## config.mk

```make
export PLATFORM = sky130hd
export DESIGN_NAME = lvds_tx_framer_flat
export DESIGN_NICKNAME = d
export VERILOG_FILES = /design/src/rtl/lvds_tx_framer_if.sv /design/src/rtl/lvds_tx_framer.sv /design/src/flat_wrapper.sv
export SDC_FILE = /design/constraint.sdc
export NUM_CORES = 1
export LEC_CHECK = 0
export ABC_AREA = 1
export CORE_ASPECT_RATIO = 0.5
export CORE_MARGIN = 4
export CORE_UTILIZATION = 40
export CTS_CLUSTER_SIZE = 28
export DETAILED_ROUTE_END_ITERATION = 8
export GPL_TIMING_DRIVEN = 0
export SYNTH_ARGS = -nofsm -noshare
export SYNTH_HDL_FRONTEND = slang
export SYNTH_SLANG_ARGS = --single-unit
```

## constraint.sdc

```tcl
create_clock -name c -period 4.35 [get_ports c]
set_input_delay 0.87 -clock c [delete_from_list [all_inputs] [get_ports c]]
set_output_delay 0.87 -clock c [all_outputs]
set_load 0.01 [all_outputs]
```

## src/rtl/lvds_tx_framer_if.sv

```systemverilog
// Nibble-stream handshake and line-side signals of the LVDS transmit framer.
// The master drives nibbles and the flag clear; the slave is the framer.
interface lvds_tx_framer_if;
    logic [3:0] d;
    logic       dv;
    logic       dr;
    logic       uf_clr;
    logic [1:0] o;
    logic       busy;
    logic       underflow;

    modport master (output d, dv, uf_clr, input dr, o, busy, underflow);
    modport slave  (input d, dv, uf_clr, output dr, o, busy, underflow);
endinterface

```

## src/rtl/lvds_tx_framer.sv

```systemverilog
// Transmit framer: buffers nibbles in a small FIFO and serialises them, 2 bits/clock,
// as idle-high line, one start bit, NNIB nibbles MSB-first, then GAP idle clocks.
module lvds_tx_framer #(
    parameter int NNIB  = 4,
    parameter int GAP   = 4,
    parameter int DEPTH = 4
) (
    input  logic              c,
    input  logic              r,
    lvds_tx_framer_if.slave   bus
);
    localparam int AW = $clog2(DEPTH);
    localparam int CW = AW + 1;
    localparam int NW = (NNIB > 1) ? $clog2(NNIB) : 1;
    localparam int GW = (GAP > 1) ? $clog2(GAP) : 1;

    typedef enum logic [1:0] {S_IDLE, S_START, S_DATA, S_GAP} state_e;

    state_e          state_q, state_d;
    logic [3:0]      mem_q [DEPTH];
    logic [AW-1:0]   wp_q, wp_d;
    logic [AW-1:0]   rp_q, rp_d;
    logic [CW-1:0]   cnt_q, cnt_d;
    logic            dr_q, dr_d;
    logic [NW-1:0]   nib_q, nib_d;
    logic            half_q, half_d;
    logic [GW-1:0]   gap_q, gap_d;
    logic [3:0]      held_q, held_d;
    logic [1:0]      o_q, o_d;
    logic            busy_q, busy_d;
    logic            uf_q, uf_d;
    logic            push, pop, uf_set;

    assign push = bus.dv && dr_q;

    always_comb begin
        state_d = state_q;
        nib_d   = nib_q;
        half_d  = half_q;
        gap_d   = gap_q;
        held_d  = held_q;
        o_d     = 2'b11;
        busy_d  = 1'b0;
        pop     = 1'b0;
        uf_set  = 1'b0;
        case (state_q)
            S_IDLE: begin
                if (cnt_q != '0) state_d = S_START;
            end
            S_START: begin
                o_d     = 2'b10;
                busy_d  = 1'b1;
                nib_d   = '0;
                half_d  = 1'b0;
                state_d = S_DATA;
            end
            S_DATA: begin
                busy_d = 1'b1;
                if (!half_q) begin
                    // An empty FIFO at slot start sends all-ones rather than stalling the frame.
                    if (cnt_q != '0) begin
                        pop    = 1'b1;
                        held_d = mem_q[rp_q];
                        o_d    = mem_q[rp_q][3:2];
                    end else begin
                        held_d = 4'hF;
                        uf_set = 1'b1;
                    end
                    half_d = 1'b1;
                end else begin
                    o_d    = held_q[1:0];
                    half_d = 1'b0;
                    if (nib_q == NW'(NNIB - 1)) begin
                        gap_d   = '0;
                        state_d = S_GAP;
                    end else begin
                        nib_d = nib_q + NW'(1);
                    end
                end
            end
            S_GAP: begin
                busy_d = 1'b1;
                if (gap_q == GW'(GAP - 1)) state_d = S_IDLE;
                else                       gap_d   = gap_q + GW'(1);
            end
            default: state_d = S_IDLE;
        endcase

        wp_d  = wp_q + AW'(push);
        rp_d  = rp_q + AW'(pop);
        cnt_d = cnt_q + CW'(push) - CW'(pop);
        dr_d  = (cnt_d != CW'(DEPTH));
        uf_d  = uf_set | (uf_q & ~bus.uf_clr);
    end

    always_ff @(posedge c or posedge r) begin
        if (r) begin
            state_q <= S_IDLE;
            wp_q    <= '0;
            rp_q    <= '0;
            cnt_q   <= '0;
            dr_q    <= 1'b1;
            nib_q   <= '0;
            half_q  <= 1'b0;
            gap_q   <= '0;
            held_q  <= 4'hF;
            o_q     <= 2'b11;
            busy_q  <= 1'b0;
            uf_q    <= 1'b0;
        end else begin
            state_q <= state_d;
            wp_q    <= wp_d;
            rp_q    <= rp_d;
            cnt_q   <= cnt_d;
            dr_q    <= dr_d;
            nib_q   <= nib_d;
            half_q  <= half_d;
            gap_q   <= gap_d;
            held_q  <= held_d;
            o_q     <= o_d;
            busy_q  <= busy_d;
            uf_q    <= uf_d;
        end
    end

    // Storage needs no reset: pointers and count define what is valid.
    always_ff @(posedge c) begin
        if (push) mem_q[wp_q] <= bus.d;
    end

    assign bus.dr        = dr_q;
    assign bus.o         = o_q;
    assign bus.busy      = busy_q;
    assign bus.underflow = uf_q;
endmodule

```

## src/flat_wrapper.sv

```systemverilog
// flat-port wrapper written by rule: the top's interface ports become plain ports
module lvds_tx_framer_flat 
#(
    parameter int NNIB  = 4,
    parameter int GAP   = 4,
    parameter int DEPTH = 4
)
  (c, r, bus_d, bus_dv, bus_uf_clr, bus_dr, bus_o, bus_busy, bus_underflow);
  lvds_tx_framer_if bus_i ();
  input  logic c;
  input  logic r;
  input wire logic [$bits(bus_i.d)-1:0] bus_d;
  input wire logic [$bits(bus_i.dv)-1:0] bus_dv;
  input wire logic [$bits(bus_i.uf_clr)-1:0] bus_uf_clr;
  output wire logic [$bits(bus_i.dr)-1:0] bus_dr;
  output wire logic [$bits(bus_i.o)-1:0] bus_o;
  output wire logic [$bits(bus_i.busy)-1:0] bus_busy;
  output wire logic [$bits(bus_i.underflow)-1:0] bus_underflow;
  assign bus_i.d = bus_d;
  assign bus_i.dv = bus_dv;
  assign bus_i.uf_clr = bus_uf_clr;
  assign bus_dr = bus_i.dr;
  assign bus_o = bus_i.o;
  assign bus_busy = bus_i.busy;
  assign bus_underflow = bus_i.underflow;
  lvds_tx_framer #(.NNIB(NNIB), .GAP(GAP), .DEPTH(DEPTH)) u_core (.c(c), .r(r), .bus(bus_i));
endmodule
```

Word level (Yosys, flattened, before mapping)
Memory sizes are Yosys's and may differ from the RTL's. Index checks and enable logic that the tools add are counted.

Mux-type cells: 27. Order comparisons: 0. Divide/modulo/power cells: 0. $add $sub $neg: 6. Shift operators: 0. Bitwise logic cells: 4. Reduce and logical (&&, ||, !) cells: 10. Eq/ne operators: 12. Multiply operators: 0.

Operator list (number): 2-to-1 mux 2 bit (12); case mux 2 bit (2 select lines) (3); 2-to-1 mux 1 bit (10); equality test 2 bit, second input constant (4); inequality test 2 x 1 -> 1 bit, second input constant (4); case mux 2 bit (4 select lines) (1); AND reduction 4 bit (2); adder 2 x 1 -> 2 bit (2); adder 2 x 1 -> 2 bit, second input constant (2); inequality test 2 bit, second input constant (2); nonzero test 2 bit (2); adder 3 x 1 -> 3 bit (1); inequality test 3 bit, second input constant (1); AND reduction 3 bit (1); nonzero test 3 bit (1); OR reduction 3 bit (1); subtractor 3 x 1 -> 3 bit (1); equality test 2 x 1 -> 1 bit, second input constant (1); logical NOT 2 bit (1); NOT 1 bit (2); case mux 1 bit (2 select lines) (1); AND reduction 2 bit (1); bitwise AND 1 bit (1); logical AND 1 bit (1); bitwise OR 1 bit (1).

Bits of input ports: 8. Bits in read-only memories: 0. Latch bits: 0. Flip-flop bits (word level): 21. RAM bits: 16. Memories kept: 1.

Memories: u_core.mem_q (words 4, width 4, rd ports 1, clocked after Yosys merged registers in 0, wr ports 1, line lvds_tx_framer.sv:20) `logic [3:0] mem_q [DEPTH];`.

Logic depth before layout (Yosys ltp)
Depth after elaboration: 6. Depth in mapped cells: 12.

Worst setup path before layout
No wires, ideal clock.

Path kind: reg2reg. From: register u_core.state_q[0]. To: register u_core.dr_q, in the netlist u_core.bus.dr. Slack: 2153 ps. Setup time: 82 ps. Arrival time: 2115 ps. Stages on the path, launching flop included: 13. Cell sequence: dfrtp_1 > inv_1 > ha_1 > inv_2 > nor2_4 > inv_2 > nor2_4 > ha_1 > inv_1 > ha_1 > fa_1 > nor2_1 > nand2_1.

Word-level cells in the longest chain between the ends: 4.

Ends and longest elaborated chain: start: declaration (line lvds_tx_framer.sv:19) `state_e state_q, state_d;`; start signal: assignment (line lvds_tx_framer.sv:111) `state_q <= state_d;`; equality test 2 bit (line lvds_tx_framer.sv:46) `case (state_q)`; 2-to-1 mux 1 bit (line lvds_tx_framer.sv:46); subtractor 3 x 1 -> 3 bit (line lvds_tx_framer.sv:91) `cnt_d = cnt_q + CW'(push) - CW'(pop);`; via u_core.cnt_d[1] (line lvds_tx_framer.sv:23) `logic [CW-1:0] cnt_q, cnt_d;`; inequality test 3 bit (line lvds_tx_framer.sv:92) `dr_d = (cnt_d != CW'(DEPTH));`; via u_core.dr_d (line lvds_tx_framer.sv:24) `logic dr_q, dr_d;`; end signal: assignment (line lvds_tx_framer.sv:115) `dr_q <= dr_d;`; end: declaration (line lvds_tx_framer.sv:24).

The timed path passes the listed nets, and every way through them passes these cells. A chain may end at the register's enable or synchronous reset.

Final worst setup path
Ends and elaborated chain as after synthesis.

==> summary.md <==
| Metric | Value |
|---|---|
| Synthesized cell area | `1680 um2` |
| Max-cap viol count | `0` |
| Leak Pwr | `0.872 nW` |
| Initial DRC count | `30` |
| CTS Hold Bufs | `0` |
| Fin util | `49.7%` |
| I/O Pins | `13` |
| Max stage delay on crit path | `0.42 ns` |
| Post-synth top area share | `28.6%` |
| WP data required | `4.56 ns` |
| Pre-CTS worst setup slack | `1.86 ns` |
| Count of cell types in the netlist | `21` |
| Area leader, netlist | `edfxtp_1` |
| Final Instance Area | `1970 um2` |
| Reg2reg start | `u_core.state_q[0]` |
| Total power | `1.41 mW` |
| Met1 usage | `14.4%` |
| Die width | `99.6 um` |
| Slowest-stage cell, CP | `dfrtp_1` |
| Power per standard cell area | `713 nW/um2` |
| Final net count | `198` |
| Core ar. | `3960 um2` |
| Critical Path Start Type | `flop` |
| Synth Area in Adders | `8.65%` |
| Routing usage on met3 | `4.14%` |
| CP max FO | `6` |
| Register bit total from synthesis | `37` |
| Worst hold path type | `flop to flop` |
| Compound-Gate Fraction of Synth Area | `4.33%` |
| Total wire length | `2.78 mm` |
| Avg Cell Area, Syn | `10.5 um2` |
| DP HPWL | `2.02 mm` |
| Minimum clock period | `2.43 ns` |
| Total negative slack | `0 ns` |
| Vias per cell | `4.51` |
| Share of cells above drive strength 1 | `12.2%` |
| Setup slack, reg-to-reg | `1.92 ns` |
| Ys flop type | `edfxtp_1` |
| GPL Wtd Cong | `0.807` |
| Top cell by count, worst path | `ha_1` |
| YS warnings | `0` |
| Final Instance Count excl. Fillers | `234` |
| Max VDD drop | `0.246 mV` |
| Sequential fraction of the synthesis area | `60.3%` |
| Synth-to-layout area growth | `17.5%` |
| Setup violations, final | `0` |
| Post-Synth XOR/XNOR Area | `2.09%` |
| Top area cells in the synthesized netlist | `edfxtp_1 29%, dfrtp_1 24%, nand2_1 9.6%` |
| Final Max Tran Viols | `0` |
| Final setup margin | `1.92 ns` |
| Fillers | `358` |
| Vias in the first global route | `1,057` |
| Final hold vios | `0` |
| Mux contribution to synthesized area | `0%` |
| Crit Reg-Reg Endpoint | `u_core.bus.dr` |
| Post-route ant nets | `0` |
| GR Overflow Total | `0` |
| Worst Tran Pin Value | `0.809 ns` |
| Setup Buffers After CTS | `0` |
| Cell Rows | `16` |
| WP data arrival | `2.64 ns` |
| Min-Delay Path Depth | `1` |
| Via Count | `1,056` |
| Clk Latency, worst-skew pair | `0.28 ns` |
| Multi-input gate area | `582 um2` |
| Critical path type | `flop to flop` |
| Post-synth ARST share | `56.8%` |
| Die Ht | `53.8 um` |
| GR Util All Layers | `11.8%` |
| Number of I/O port buffers | `12` |
| Status | `finished, final reports clean` |
| HP Start | `u_core.nib_q[0]` |
| FF-to-FF path depth | `12` |
| Final Cycle Share | `55.8%` |
| Htree depth | `2` |
| Largest family of logic cells by synthesized area | `simple AND/OR/NAND/NOR gates` |
| Initial antenna violation count | `0` |
| Syn_nets | `179` |
| Wire length per cell | `11.9 um` |
| CP cell instances | `inv_1 -> ha_1 -> inv_2 -> nor2_4 -> inv_2 -> nor2_4 -> ha_1 -> inv_1 -> ha_1 -> fa_1 -> xor2_1 -> nand2_1` |
| Post-CTS sizing | `0` |
| Fmax | `412 MHz` |
| Setup Skew | `0.00432 ns` |
| Initial Utilization | `42.3%` |
| Initial DRT Pass Iterations | `4` |
| Clock Sinks | `37` |
| Worst-path clk slew | `0.07 ns` |
| Dpl cells | `226` |
| CTS Buffer Depth | `2` |
| GR peak layer | `met2` |
| FF+latch area | `1010 um2` |
| Unrepaired setup endpoints after global routing | `false` |
| Hold Worst Slack | `0.496 ns` |
| Placed cell area | `1870 um2` |
| Synth Area in Simple Gates | `19.6%` |
| Die ar. | `5360 um2` |
| Cells after Synth | `160` |
| Largest net degree at the start of global routing | `22` |
| Inserted Clock Buffers | `5` |
| First-pass GRT wire length | `4.74 mm` |
| DRC violations left | `0` |
| # diodes | `0` |
| Endpoint class of the critical path | `flop` |
| EDFF count, synth | `16` |
| Hold EP | `u_core.nib_q[0]` |
| CTS root buf | `clkbuf_8` |
| CTS tree | `done` |
| Slew HR | `46.0%` |
| Routing usage on met2 | `19.2%` |
[worst max-delay path: cells and delay by family, from the launching register on]
| family | cells | cell delay (ns) |
|---|---|---|
| XOR/XNOR | 1 | 0.21 |
| buffers and inverters | 4 | 0.33 |
| AND/OR/NAND/NOR | 3 | 0.41 |
| flip-flops | 1 | 0.42 |
| adder cells (fa/ha/maj) | 4 | 0.99 |
[layer usage]
layer	wire length, um	up-vias
li1	-	558
met1	1390	475
met2	1230	19
met3	122	4
met4	45	0
met5	0	-
[worst max path at each step]
stage | from | end
2_1_floorplan | u_core.state_q[0] | u_core.bus.dr
3_3_place_gp | bus_dv | u_core.bus.dr
3_5_place_dp | bus_dv | u_core.bus.dr
4_1_cts | u_core.state_q[0] | u_core.bus.dr
5_1_grt | u_core.state_q[0] | u_core.bus.dr
6_report | u_core.state_q[0] | u_core.bus.dr
[final cells by class]
cell class | instances | area share (%)
multi-input cells | 101 | 29.5
clock inverters | 2 | 1.71
plain buffers | 1 | 0.254
clock buffers | 6 | 3.68
flip-flops and latches | 37 | 51.3
repair buffers | 12 | 6.09
inverters | 21 | 4.00
well taps | 54 | 3.43
[logic make-up (layout without fill, tap and decap cells)]
kind of cell,count (synthesis),after routing
AO/OA/AOI/OAI,13,13
AND/OR/NAND/NOR,73,73
flip-flops,37,37
buffers and inverters,22,42
adder cells (fa/ha/maj),11,11
XOR/XNOR,4,4
[registers in the layout, indices dropped and copies added (netlist names)]
register              cells
u_core.mem_q             16
u_core.cnt_q              3
u_core.bus.o              2
u_core.gap_q              2
u_core.held_q             2
u_core.nib_q              2
u_core.rp_q               2
u_core.state_q            2
u_core.wp_q               2
u_core.bus.busy           1
u_core.bus.dr             1
u_core.bus.underflow      1
u_core.half_q             1
[placed cells by master, fill, tap and decap left out, types with 2 or more instances in the layout]
master           synthesis  layout
ha_1                    10      10
clkdlybuf4s50_1          0      12
nand2_1                 43      43
xor2_1                   3       3
nand3_1                 11      11
dfrtp_1                 16      16
nor2_4                   2       2
edfxtp_1                16      16
nor2_1                  10      10
a21oi_1                  2       2
clkbuf_8                 0       5
nor3_1                   4       4
inv_1                   18      18
dfstp_2                  5       5
o21ai_0                  9       9
inv_2                    3       3
a21oi_2                  2       2
[synthesized netlist by cell type, types with 2 or more instances]
master / number
ha_1: 10
xor2_1: 3
a21oi_1: 2
edfxtp_1: 16
dfrtp_1: 16
a21oi_2: 2
inv_1: 18
nor2_4: 2
inv_2: 3
o21ai_0: 9
dfstp_2: 5
nand2_1: 43
nand3_1: 11
nor2_1: 10
nor3_1: 4
[report_power, final]
group	internal [mW]	total (mW)	switching, mW
Sequential	0.502	0.584	0.0812
Clock	0.169	0.283	0.114
Combinational	0.214	0.540	0.326
Total	0.886	1.41	0.521
Note: power is estimated with default switching activity, not from simulation.
